<file path="config.mk">
export PLATFORM = sky130hd
export DESIGN_NAME = idecode_flat
export DESIGN_NICKNAME = d
export VERILOG_FILES = /design/src/rtl/idecode_if.sv /design/src/rtl/idecode.sv /design/src/flat_wrapper.sv
export SDC_FILE = /design/constraint.sdc
export NUM_CORES = 2
export LEC_CHECK = 0
export CAP_MARGIN = 25
export CELL_PAD_IN_SITES_DETAIL_PLACEMENT = 1
export CELL_PAD_IN_SITES_GLOBAL_PLACEMENT = 2
export CORE_ASPECT_RATIO = 1.5
export CORE_UTILIZATION = 45
export CTS_BUF_LIST = sky130_fd_sc_hd__clkbuf_4
export CTS_CLUSTER_SIZE = 30
export DETAILED_ROUTE_END_ITERATION = 8
export PLACE_DENSITY_LB_ADDON = 0.1
export REMOVE_ABC_BUFFERS = 1
export SETUP_SLACK_MARGIN = 0.4
export SLEW_MARGIN = 20
export SYNTH_ARGS = -nofsm -noshare
export SYNTH_HDL_FRONTEND = slang
export SYNTH_SLANG_ARGS = --single-unit
</file>
<file path="constraint.sdc">
create_clock -name clk -period 6.3 [get_ports clk]
set_input_delay 1.26 -clock clk [delete_from_list [all_inputs] [get_ports clk]]
set_output_delay 1.26 -clock clk [all_outputs]
set_load 0.01 [all_outputs]
</file>
<file path="src/rtl/idecode_if.sv">
// idecode_if - bundle of the fetch/execute/writeback signals around the
// instruction-decode stage.
//   slave  modport : the decode stage (consumes inst/flush/ex/wb, drives
//                    stall_o and the ID/EX register contents)
//   master modport : the surrounding pipeline (or a testbench)
// Signals:
//   inst_i, inst_addr_i            instruction word and its address from ifetch
//   flush_i                        taken branch/jump, kill younger instructions
//   ex_stall_i, ex_load_i, ex_rd_i execute-stage status for stalling/hazards
//   wb_we_i, wb_addr_i, wb_data_i  register-file writeback port
//   stall_o                        hold request back to ifetch
//   valid_o .. illegal_o           ID/EX register contents
interface idecode_if #(
    parameter int ADDR_W = 16,
    parameter int DATA_W = 32
);
    logic [31:0]       inst_i;
    logic [ADDR_W-1:0] inst_addr_i;
    logic              flush_i;
    logic              ex_stall_i;
    logic              ex_load_i;
    logic [4:0]        ex_rd_i;
    logic              wb_we_i;
    logic [4:0]        wb_addr_i;
    logic [DATA_W-1:0] wb_data_i;

    logic              stall_o;
    logic              valid_o;
    logic [ADDR_W-1:0] pc_o;
    logic [5:0]        opcode_o;
    logic [4:0]        rd_o;
    logic              we_o;
    logic              is_load_o;
    logic              is_store_o;
    logic              is_branch_o;
    logic [DATA_W-1:0] rs_data_o;
    logic [DATA_W-1:0] rt_data_o;
    logic [DATA_W-1:0] imm_o;
    logic              illegal_o;

    modport slave (
        input  inst_i, inst_addr_i, flush_i, ex_stall_i, ex_load_i, ex_rd_i,
               wb_we_i, wb_addr_i, wb_data_i,
        output stall_o, valid_o, pc_o, opcode_o, rd_o, we_o, is_load_o,
               is_store_o, is_branch_o, rs_data_o, rt_data_o, imm_o, illegal_o
    );

    modport master (
        output inst_i, inst_addr_i, flush_i, ex_stall_i, ex_load_i, ex_rd_i,
               wb_we_i, wb_addr_i, wb_data_i,
        input  stall_o, valid_o, pc_o, opcode_o, rd_o, we_o, is_load_o,
               is_store_o, is_branch_o, rs_data_o, rt_data_o, imm_o, illegal_o
    );
endinterface

</file>
<file path="src/rtl/idecode.sv">
// idecode - instruction decode stage.
// Holds the IF/ID register, a 32-entry register file with write-through
// read ports, load-use hazard detection and the ID/EX output register.
// Ports:
//   clk  single clock, all state updates on posedge
//   rst  synchronous active-high reset
//   bus  idecode_if.slave (see idecode_if.sv for the signal list)
module idecode #(
    parameter int ADDR_W = 16,
    parameter int DATA_W = 32
) (
    input  logic      clk,
    input  logic      rst,
    idecode_if.slave  bus
);

    typedef struct packed {
        logic              valid;
        logic [ADDR_W-1:0] pc;
        logic [5:0]        opcode;
        logic [4:0]        rd;
        logic              we;
        logic              is_load;
        logic              is_store;
        logic              is_branch;
        logic [DATA_W-1:0] rs_data;
        logic [DATA_W-1:0] rt_data;
        logic [DATA_W-1:0] imm;
        logic              illegal;
    } idex_t;

    // IF/ID register
    logic [31:0]       ir_q, ir_d;
    logic [ADDR_W-1:0] ir_pc_q, ir_pc_d;
    logic              ir_valid_q, ir_valid_d;

    // ID/EX register
    idex_t             idex_q, idex_d, dec_s;

    // Register file
    logic [DATA_W-1:0] rf_q [32];

    // Decode helpers
    logic [5:0]        opc_s;
    logic [4:0]        rd_f_s, rs_f_s, rt_f_s;
    logic              reads_rs_s, reads_rt_s, writes_s;
    logic              is_load_s, is_store_s, is_branch_s, illegal_s;
    logic [DATA_W-1:0] rs_val_s, rt_val_s;
    logic              hazard_s, stall_s;

    assign opc_s  = ir_q[31:26];
    assign rd_f_s = ir_q[25:21];
    assign rs_f_s = ir_q[20:16];
    assign rt_f_s = ir_q[15:11];

    // Opcode classification: which sources are read, whether rd is written.
    always_comb begin
        reads_rs_s  = 1'b0;
        reads_rt_s  = 1'b0;
        writes_s    = 1'b0;
        is_load_s   = 1'b0;
        is_store_s  = 1'b0;
        is_branch_s = 1'b0;
        illegal_s   = 1'b0;
        case (opc_s)
            6'h00: begin reads_rs_s = 1'b1; reads_rt_s = 1'b1; writes_s = 1'b1; end
            6'h01: begin reads_rs_s = 1'b1; writes_s = 1'b1; end
            6'h02: begin reads_rs_s = 1'b1; writes_s = 1'b1; is_load_s = 1'b1; end
            6'h03: begin reads_rs_s = 1'b1; reads_rt_s = 1'b1; is_store_s = 1'b1; end
            6'h04: begin reads_rs_s = 1'b1; reads_rt_s = 1'b1; is_branch_s = 1'b1; end
            6'h05: begin end
            6'h3F: begin end
            default: illegal_s = 1'b1;
        endcase
    end

    // Register-file read ports; a same-cycle writeback to the index bypasses the array.
    always_comb begin
        if (rs_f_s == 5'd0) begin
            rs_val_s = '0;
        end else if (bus.wb_we_i && (bus.wb_addr_i == rs_f_s)) begin
            rs_val_s = bus.wb_data_i;
        end else begin
            rs_val_s = rf_q[rs_f_s];
        end
        if (rt_f_s == 5'd0) begin
            rt_val_s = '0;
        end else if (bus.wb_we_i && (bus.wb_addr_i == rt_f_s)) begin
            rt_val_s = bus.wb_data_i;
        end else begin
            rt_val_s = rf_q[rt_f_s];
        end
    end

    // Full decode of the instruction sitting in the IF/ID register.
    always_comb begin
        dec_s           = '0;
        dec_s.valid     = 1'b1;
        dec_s.pc        = ir_pc_q;
        dec_s.opcode    = opc_s;
        dec_s.rd        = rd_f_s;
        dec_s.we        = writes_s && (rd_f_s != 5'd0);
        dec_s.is_load   = is_load_s;
        dec_s.is_store  = is_store_s;
        dec_s.is_branch = is_branch_s;
        dec_s.rs_data   = rs_val_s;
        dec_s.rt_data   = rt_val_s;
        dec_s.imm       = {{(DATA_W-16){ir_q[15]}}, ir_q[15:0]};
        dec_s.illegal   = illegal_s;
    end

    // Load-use hazard and the hold request back to ifetch; flush and reset win.
    always_comb begin
        hazard_s = ir_valid_q && bus.ex_load_i && (bus.ex_rd_i != 5'd0) &&
                   ((reads_rs_s && (bus.ex_rd_i == rs_f_s)) ||
                    (reads_rt_s && (bus.ex_rd_i == rt_f_s)));
        stall_s  = !rst && !bus.flush_i && (bus.ex_stall_i || hazard_s);
    end

    assign bus.stall_o = stall_s;

    // Next state of IF/ID and ID/EX. Execute stall is a full hold (no bubble),
    // a hazard holds IF/ID and inserts a bubble into ID/EX.
    always_comb begin
        ir_d       = ir_q;
        ir_pc_d    = ir_pc_q;
        ir_valid_d = ir_valid_q;
        idex_d     = idex_q;
        if (bus.flush_i) begin
            ir_valid_d = 1'b0;
            idex_d     = '0;
        end else if (bus.ex_stall_i) begin
            idex_d     = idex_q;
        end else if (hazard_s) begin
            idex_d     = '0;
        end else begin
            ir_d       = bus.inst_i;
            ir_pc_d    = bus.inst_addr_i;
            ir_valid_d = 1'b1;
            idex_d     = ir_valid_q ? dec_s : '0;
        end
    end

    // Pipeline registers.
    always_ff @(posedge clk) begin
        if (rst) begin
            ir_q       <= '0;
            ir_pc_q    <= '0;
            ir_valid_q <= 1'b0;
            idex_q     <= '0;
        end else begin
            ir_q       <= ir_d;
            ir_pc_q    <= ir_pc_d;
            ir_valid_q <= ir_valid_d;
            idex_q     <= idex_d;
        end
    end

    // Register-file write port; x0 is never written.
    always_ff @(posedge clk) begin
        if (rst) begin
            for (int i = 0; i < 32; i++) begin
                rf_q[i] <= '0;
            end
        end else if (bus.wb_we_i && (bus.wb_addr_i != 5'd0)) begin
            rf_q[bus.wb_addr_i] <= bus.wb_data_i;
        end else begin
            rf_q[0] <= '0;
        end
    end

    assign bus.valid_o     = idex_q.valid;
    assign bus.pc_o        = idex_q.pc;
    assign bus.opcode_o    = idex_q.opcode;
    assign bus.rd_o        = idex_q.rd;
    assign bus.we_o        = idex_q.we;
    assign bus.is_load_o   = idex_q.is_load;
    assign bus.is_store_o  = idex_q.is_store;
    assign bus.is_branch_o = idex_q.is_branch;
    assign bus.rs_data_o   = idex_q.rs_data;
    assign bus.rt_data_o   = idex_q.rt_data;
    assign bus.imm_o       = idex_q.imm;
    assign bus.illegal_o   = idex_q.illegal;

endmodule

</file>
<file path="src/flat_wrapper.sv">
// flat-port wrapper written by rule: the top's interface ports become plain ports
module idecode_flat 
#(
    parameter int ADDR_W = 16,
    parameter int DATA_W = 32
)
  (clk, rst, bus_inst_i, bus_inst_addr_i, bus_flush_i, bus_ex_stall_i, bus_ex_load_i, bus_ex_rd_i, bus_wb_we_i, bus_wb_addr_i, bus_wb_data_i, bus_stall_o, bus_valid_o, bus_pc_o, bus_opcode_o, bus_rd_o, bus_we_o, bus_is_load_o, bus_is_store_o, bus_is_branch_o, bus_rs_data_o, bus_rt_data_o, bus_imm_o, bus_illegal_o);
  idecode_if #(.ADDR_W(ADDR_W), .DATA_W(DATA_W)) bus_i ();
  input  logic clk;
  input  logic rst;
  input wire logic [$bits(bus_i.inst_i)-1:0] bus_inst_i;
  input wire logic [$bits(bus_i.inst_addr_i)-1:0] bus_inst_addr_i;
  input wire logic [$bits(bus_i.flush_i)-1:0] bus_flush_i;
  input wire logic [$bits(bus_i.ex_stall_i)-1:0] bus_ex_stall_i;
  input wire logic [$bits(bus_i.ex_load_i)-1:0] bus_ex_load_i;
  input wire logic [$bits(bus_i.ex_rd_i)-1:0] bus_ex_rd_i;
  input wire logic [$bits(bus_i.wb_we_i)-1:0] bus_wb_we_i;
  input wire logic [$bits(bus_i.wb_addr_i)-1:0] bus_wb_addr_i;
  input wire logic [$bits(bus_i.wb_data_i)-1:0] bus_wb_data_i;
  output wire logic [$bits(bus_i.stall_o)-1:0] bus_stall_o;
  output wire logic [$bits(bus_i.valid_o)-1:0] bus_valid_o;
  output wire logic [$bits(bus_i.pc_o)-1:0] bus_pc_o;
  output wire logic [$bits(bus_i.opcode_o)-1:0] bus_opcode_o;
  output wire logic [$bits(bus_i.rd_o)-1:0] bus_rd_o;
  output wire logic [$bits(bus_i.we_o)-1:0] bus_we_o;
  output wire logic [$bits(bus_i.is_load_o)-1:0] bus_is_load_o;
  output wire logic [$bits(bus_i.is_store_o)-1:0] bus_is_store_o;
  output wire logic [$bits(bus_i.is_branch_o)-1:0] bus_is_branch_o;
  output wire logic [$bits(bus_i.rs_data_o)-1:0] bus_rs_data_o;
  output wire logic [$bits(bus_i.rt_data_o)-1:0] bus_rt_data_o;
  output wire logic [$bits(bus_i.imm_o)-1:0] bus_imm_o;
  output wire logic [$bits(bus_i.illegal_o)-1:0] bus_illegal_o;
  assign bus_i.inst_i = bus_inst_i;
  assign bus_i.inst_addr_i = bus_inst_addr_i;
  assign bus_i.flush_i = bus_flush_i;
  assign bus_i.ex_stall_i = bus_ex_stall_i;
  assign bus_i.ex_load_i = bus_ex_load_i;
  assign bus_i.ex_rd_i = bus_ex_rd_i;
  assign bus_i.wb_we_i = bus_wb_we_i;
  assign bus_i.wb_addr_i = bus_wb_addr_i;
  assign bus_i.wb_data_i = bus_wb_data_i;
  assign bus_stall_o = bus_i.stall_o;
  assign bus_valid_o = bus_i.valid_o;
  assign bus_pc_o = bus_i.pc_o;
  assign bus_opcode_o = bus_i.opcode_o;
  assign bus_rd_o = bus_i.rd_o;
  assign bus_we_o = bus_i.we_o;
  assign bus_is_load_o = bus_i.is_load_o;
  assign bus_is_store_o = bus_i.is_store_o;
  assign bus_is_branch_o = bus_i.is_branch_o;
  assign bus_rs_data_o = bus_i.rs_data_o;
  assign bus_rt_data_o = bus_i.rt_data_o;
  assign bus_imm_o = bus_i.imm_o;
  assign bus_illegal_o = bus_i.illegal_o;
  idecode #(.ADDR_W(ADDR_W), .DATA_W(DATA_W)) u_core (.clk(clk), .rst(rst), .bus(bus_i));
endmodule
</file>
# Word level (Yosys, flattened, before mapping)

Memory sizes are Yosys's and may differ from the RTL's. A register that Yosys moved wholly into a read port is not among the register bits.
Cells that the tools add are included.

Register bits: 178
Bits in writable memories: 1,024
Input bits: 96
Logic and storage cells: 88
Memories kept: 1

Eq/ne operators: 10
Mux-type cells: 29
Bitwise logic cells: 4
Reduce and logical (&&, ||, !) cells: 29

Memories:

| memory      | words | bits a word | read ports | clocked after Yosys merged registers in | write ports | RTL line      | source |
|---|---|---|---|---|---|---|---|
| u_core.rf_q | 32    | 32          | 2          | 2                                       | 32          | idecode.sv:41 | `logic [DATA_W-1:0] rf_q [32];` |

Operators by type and width:

| cell                                          | count |
|---|---|
| 2-to-1 mux 129 bit                            | 2 |
| 2-to-1 mux 32 bit                             | 6 |
| OR reduction 32 bit                           | 1 |
| 2-to-1 mux 5 bit                              | 5 |
| == test 5 bit                                 | 4 |
| 2-to-1 mux 1 bit                              | 16 |
| nonzero test 5 bit                            | 3 |
| == test 6 x 2 -> 1 bit, second input constant | 2 |
| == test 6 x 3 -> 1 bit, second input constant | 2 |
| logical AND 1 bit                             | 11 |
| logical NOT 5 bit                             | 2 |
| OR reduction 7 bit                            | 1 |
| == test 6 x 1 -> 1 bit, second input constant | 1 |
| == test 6 bit, second input constant          | 1 |
| logical NOT 6 bit                             | 1 |
| OR reduction 3 bit                            | 2 |
| OR reduction 5 bit                            | 1 |
| inverter 1 bit                                | 3 |
| AND reduction 3 bit                           | 1 |
| logical NOT 1 bit                             | 2 |
| logical OR 1 bit                              | 2 |
| AND reduction 2 bit                           | 1 |
| OR reduction 2 bit                            | 1 |
| OR 1 bit                                      | 1 |

# Depth between registers and ports, before layout

Depth in word-level cells: 10
Gate-level depth with buffers: 9
Depth with buffers taken out: 6

# Least setup slack after synthesis

Ideal clock, no wire load.

Kind: input port to flip-flop
From: in bus_wb_addr_i[2]
To: mem u_core.rf_q[0][0] (enable)
Library setup time: 0.470 ns
Arrival time: 4.339 ns
Path slack: 1.491 ns
Cell stages on the path: 3
Buffers on the path: 1
Cell sequence: clkbuf_1 > or3_1 > o31ai_1

RTL lines:

| element            | RTL line           | source |
|---|---|---|
| start: declaration | flat_wrapper.sv:18 | `input wire logic [$bits(bus_i.wb_addr_i)-1:0] bus_wb_addr_i;` |
| end: declaration   | idecode.sv:41      |  |

# Worst setup path after layout

From: reg u_core.ir_q[31]
To: out bus_stall_o

Word-level cells in the longest chain between the ends: 8

Ends and longest elaborated chain:

| element                                                                   | RTL line                       | source |
|---|---|---|
| start: declaration                                                        | idecode.sv:33                  | `logic [31:0] ir_q, ir_d;` |
| start signal: assignment                                                  | idecode.sv:152                 | `ir_q <= ir_d;` |
| == test 6 x 1 -> 1 bit (tied with other cells)                            | idecode.sv:65                  | `case (opc_s)` |
| OR reduction 5 bit (no line) / OR reduction 3 bit (equally long branches) | -                              |  |
| 2-to-1 mux 1 bit                                                          | idecode.sv:65                  |  |
| logical AND 1 bit (on tied branches)                                      | idecode.sv:115, idecode.sv:116 |  |
| logical OR 1 bit *                                                        | idecode.sv:115                 | `((reads_rs_s && (bus.ex_rd_i == rs_f_s)) \|\|` |
| logical AND 1 bit *                                                       | idecode.sv:114                 | `hazard_s = ir_valid_q && bus.ex_load_i && (bus.ex_rd_i != 5'd0) &&` |
| logical OR 1 bit *                                                        | idecode.sv:117                 | `stall_s = !rst && !bus.flush_i && (bus.ex_stall_i \|\| hazard_s);` |
| logical AND 1 bit *                                                       | idecode.sv:117                 |  |
| end: declaration                                                          | flat_wrapper.sv:20             | `output wire logic [$bits(bus_i.stall_o)-1:0] bus_stall_o;` |

Mark *: on every way between the ends. The rest lies on a longest branch, timed or not.

==> results.cfg <==
[outcome]
status = finished clean

[finish]
utilization_pct = 51.1
multi_input_area_um2 = 23500
fin_nets = 4278
ff_latch_area_um2 = 34200
syn2layout_area_growth_pct = 12.8
drive_above_1_share_pct = 26.3
fill_cells = 12700
layout.cells.non_filler = 6132
finalInstanceArea_um2 = 67100

[setup_path]
crit_start = u_core.ir_q[31]
start_kind = register
endpoint_kind = output port
max_stage_delay_ns = 0.58
critPathTopFamily = simple AND/OR/NAND/NOR gates
arrival_ns = 3.77
worst-path-stages = 6
crit_buf_inv = 1
reg2reg_slack_ns = 2.84
r2r-end = u_core.bus.rs_data_o[28]
path_class = reg2out
crit_path_max_fanout = 4
worst-r2r-cell-count = 5
required_ns = 5.04
slowest_stage = nor3_1
crit_chain = nor3_1, nand3_1, a21oi_1, nand2_4, a21boi_0, clkdlybuf4s50_1
endpoint = bus_stall_o

[clocking]
insertion_delay_ns = 1.37
clkTransAtPathRegs_ns = 0.06
cts_tree = built
cts.hold.buffers_added = 0
cts_sinks = 1196
cts_buffers = 317
clockBufferDepth = 4
cts_resized = 0
clock-root-buffer = clkbuf_4
htree_levels = 5
cts_setup_buffers = 0

[grt]
grt-ovfl-total = 0
antenna_found_initial = 44
grt_pass1_vias = 42100
grt_max_degree = 91
grt_pass1_wl_um = 314000
grt_usage_pct = 33.8

[sta]
setup-tns-final_ns = 0
drv_slew = 0
slew_headroom_pct = 24.1
final_hold_viol_count = 0
post-route-period-util_pct = 79.8
tightest_slew_ns = 1.13
fin_worst_skew_ns = 0.121
rsz0062_at_grt = no
setup_viol = 0
clock.fmax_mhz = 199
period_minus_slack_ns = 5.03

[place]
placed_area_um2 = 63300
dp.cells = 5595
routabilityCongestion = 0.905
hpwl_um = 145000
port_buffers = 225

[yosys]
syn_avg_cell_area_um2 = 15.2
synth.ff_latch_count = 1196
synth.area.mux_share_pct = 20.6
synth_cells = 3901
syn_area_um2 = 59500
synthFlopType = edfxtp_1
synth_compound_area_share_pct = 5.04
synthAdderAreaFrac_pct = 0
synth_edf_count = 1024
yosysSeqAreaShare_pct = 57.5
synth_simple_gate_area_share_pct = 12.8
synth_top_family_by_area = multiplexers
post_synth_num_cell_types = 44
synthArstFlopShare_pct = 0
yosys_warnings = 0
synth_xor_area_share_pct = 0.295

[route]
top_layer_used = met5
drc = 0
ant_nets = 0
wl_per_cell_um = 36.7
m1WireLength_um = 78100
routed-via-count = 39800
drt_wl_total_um = 225000
via_per_inst = 6.49
wl_met2_um = 114000
first_pass_iters = 6
drt_iter0_drc = 4529
routed-wl-met3_um = 20600

[floorplanning]
rows = 163
die_h_um = 447
chipWidth_um = 299
initial_core_util_pct = 45.3
ios = 226
core_area_um2 = 131000
die_area_um2 = 134000

[power_and_ir_drop]
p_per_area_nw_per_um2 = 266
power_leakage_nw = 22.5
power_w = 0.0178
ir_drop_uv = 229

[job]
cap_violations = 0

[worst_hold_path]
hp-class = in2reg
cell families (layout without fill, tap and decap cells):
| logic type | count (synthesis) | count (layout) |
|---|---|---|
| AO/OA/AOI/OAI | 446 | 446 |
| other | 1 | 47 |
| flip-flops | 1196 | 1196 |
| AND/OR/NAND/NOR | 1248 | 1248 |
| multiplexers | 560 | 560 |
| XOR/XNOR | 20 | 20 |
| buffers and inverters | 430 | 883 |
per-layer routing:
layer	global-route usage, %	vias to the layer above
met2	57.8	2441
met5	0	-
met4	17.7	8
li1	-	15900
met3	8.06	622
met1	39.4	20800
placed cells by master (no fill, tap or decap), types with 68 or more instances in the layout:
cell type / count
edfxtp_1: 1024
and2_1: 992
mux4_2: 447
clkbuf_4: 447
o22ai_1: 256
clkdlybuf4s50_1: 212
dfxtp_1: 168
buf_4: 119
nor2_1: 68
metrics by stage:
stage	setup slack, ns	hold WS (ns)
2_1_floorplan	-6.11	0.449
3_3_place_gp	1.43	0.442
3_5_place_dp	1.38	0.456
4_1_cts	1.12	0.268
5_1_grt	1.13	0.315
6_report	1.27	0.378
area by class of cell:
class	count	area share [%]
Sequential cell	1196	51.0
Multi-Input combinational cell	2306	35.0
Timing Repair Buffer	360	5.10
Clock buffer	447	5.00
Tap cell	1732	3.23
Clock inverter	75	0.599
Antenna cell	15	0.0560
Inverter	1	0.00560
state kept, by name, summed over array words and instances (netlist names), 6 cells and up, named ones only:
name                  cells
u_core.ir_pc_q           16
u_core.bus.rt_data_o     32
u_core.bus.pc_o          16
u_core.ir_q              32
u_core.bus.rs_data_o     32
u_core.bus.imm_o         16
u_core.rf_q            1024
u_core.bus.opcode_o       6
where the power goes:
| group | total [W] | internal [W] | switching, W |
|---|---|---|---|
| Sequential | 0.00924 | 0.00898 | 0.000260 |
| Clock | 0.00676 | 0.00341 | 0.00335 |
| Combinational | 0.00183 | 0.000744 | 0.00108 |
how the worst min path moves through the flow:
stage | slack (ns) | endpoint | from | cells after the start
final | 0.38 | u_core.ir_q[26] | rst | 2
after global placement | 0.44 | u_core.bus.we_o | u_core.bus.we_o | 2
after detailed placement | 0.46 | u_core.bus.is_branch_o | u_core.bus.is_branch_o | 2
after CTS | 0.27 | u_core.ir_q[26] | rst | 2
after global routing | 0.32 | u_core.ir_q[26] | rst | 2
after floorplan | 0.45 | u_core.bus.imm_o[0] | u_core.ir_q[0] | 1
Yosys cell counts, types with 7 or more instances:
| library cell | instances | area share [%] |
|---|---|---|
| a32oi_1 | 64 | 0.94 |
| o22ai_1 | 256 | 2.7 |
| mux2i_1 | 48 | 0.81 |
| edfxtp_1 | 1024 | 52 |
| xnor2_1 | 12 | 0.18 |
| dfxtp_1 | 172 | 5.8 |
| buf_6 | 46 | 0.87 |
| or3b_2 | 7 | 0.10 |
| nand3b_1 | 11 | 0.14 |
| or4_1 | 65 | 0.82 |
| and2_1 | 992 | 10 |
| nand3_1 | 10 | 0.084 |
| clkbuf_1 | 276 | 1.7 |
| or2_2 | 31 | 0.33 |
| mux4_1 | 65 | 2.9 |
| xor2_1 | 8 | 0.12 |
| mux4_2 | 447 | 17 |
| o21ai_0 | 33 | 0.28 |
| o21ai_1 | 35 | 0.29 |
| nor2_1 | 99 | 0.63 |
| nand2_1 | 15 | 0.095 |
| buf_4 | 29 | 0.37 |
| buf_2 | 70 | 0.59 |
| a22o_1 | 44 | 0.65 |
Power figures use the tool's default switching activity.
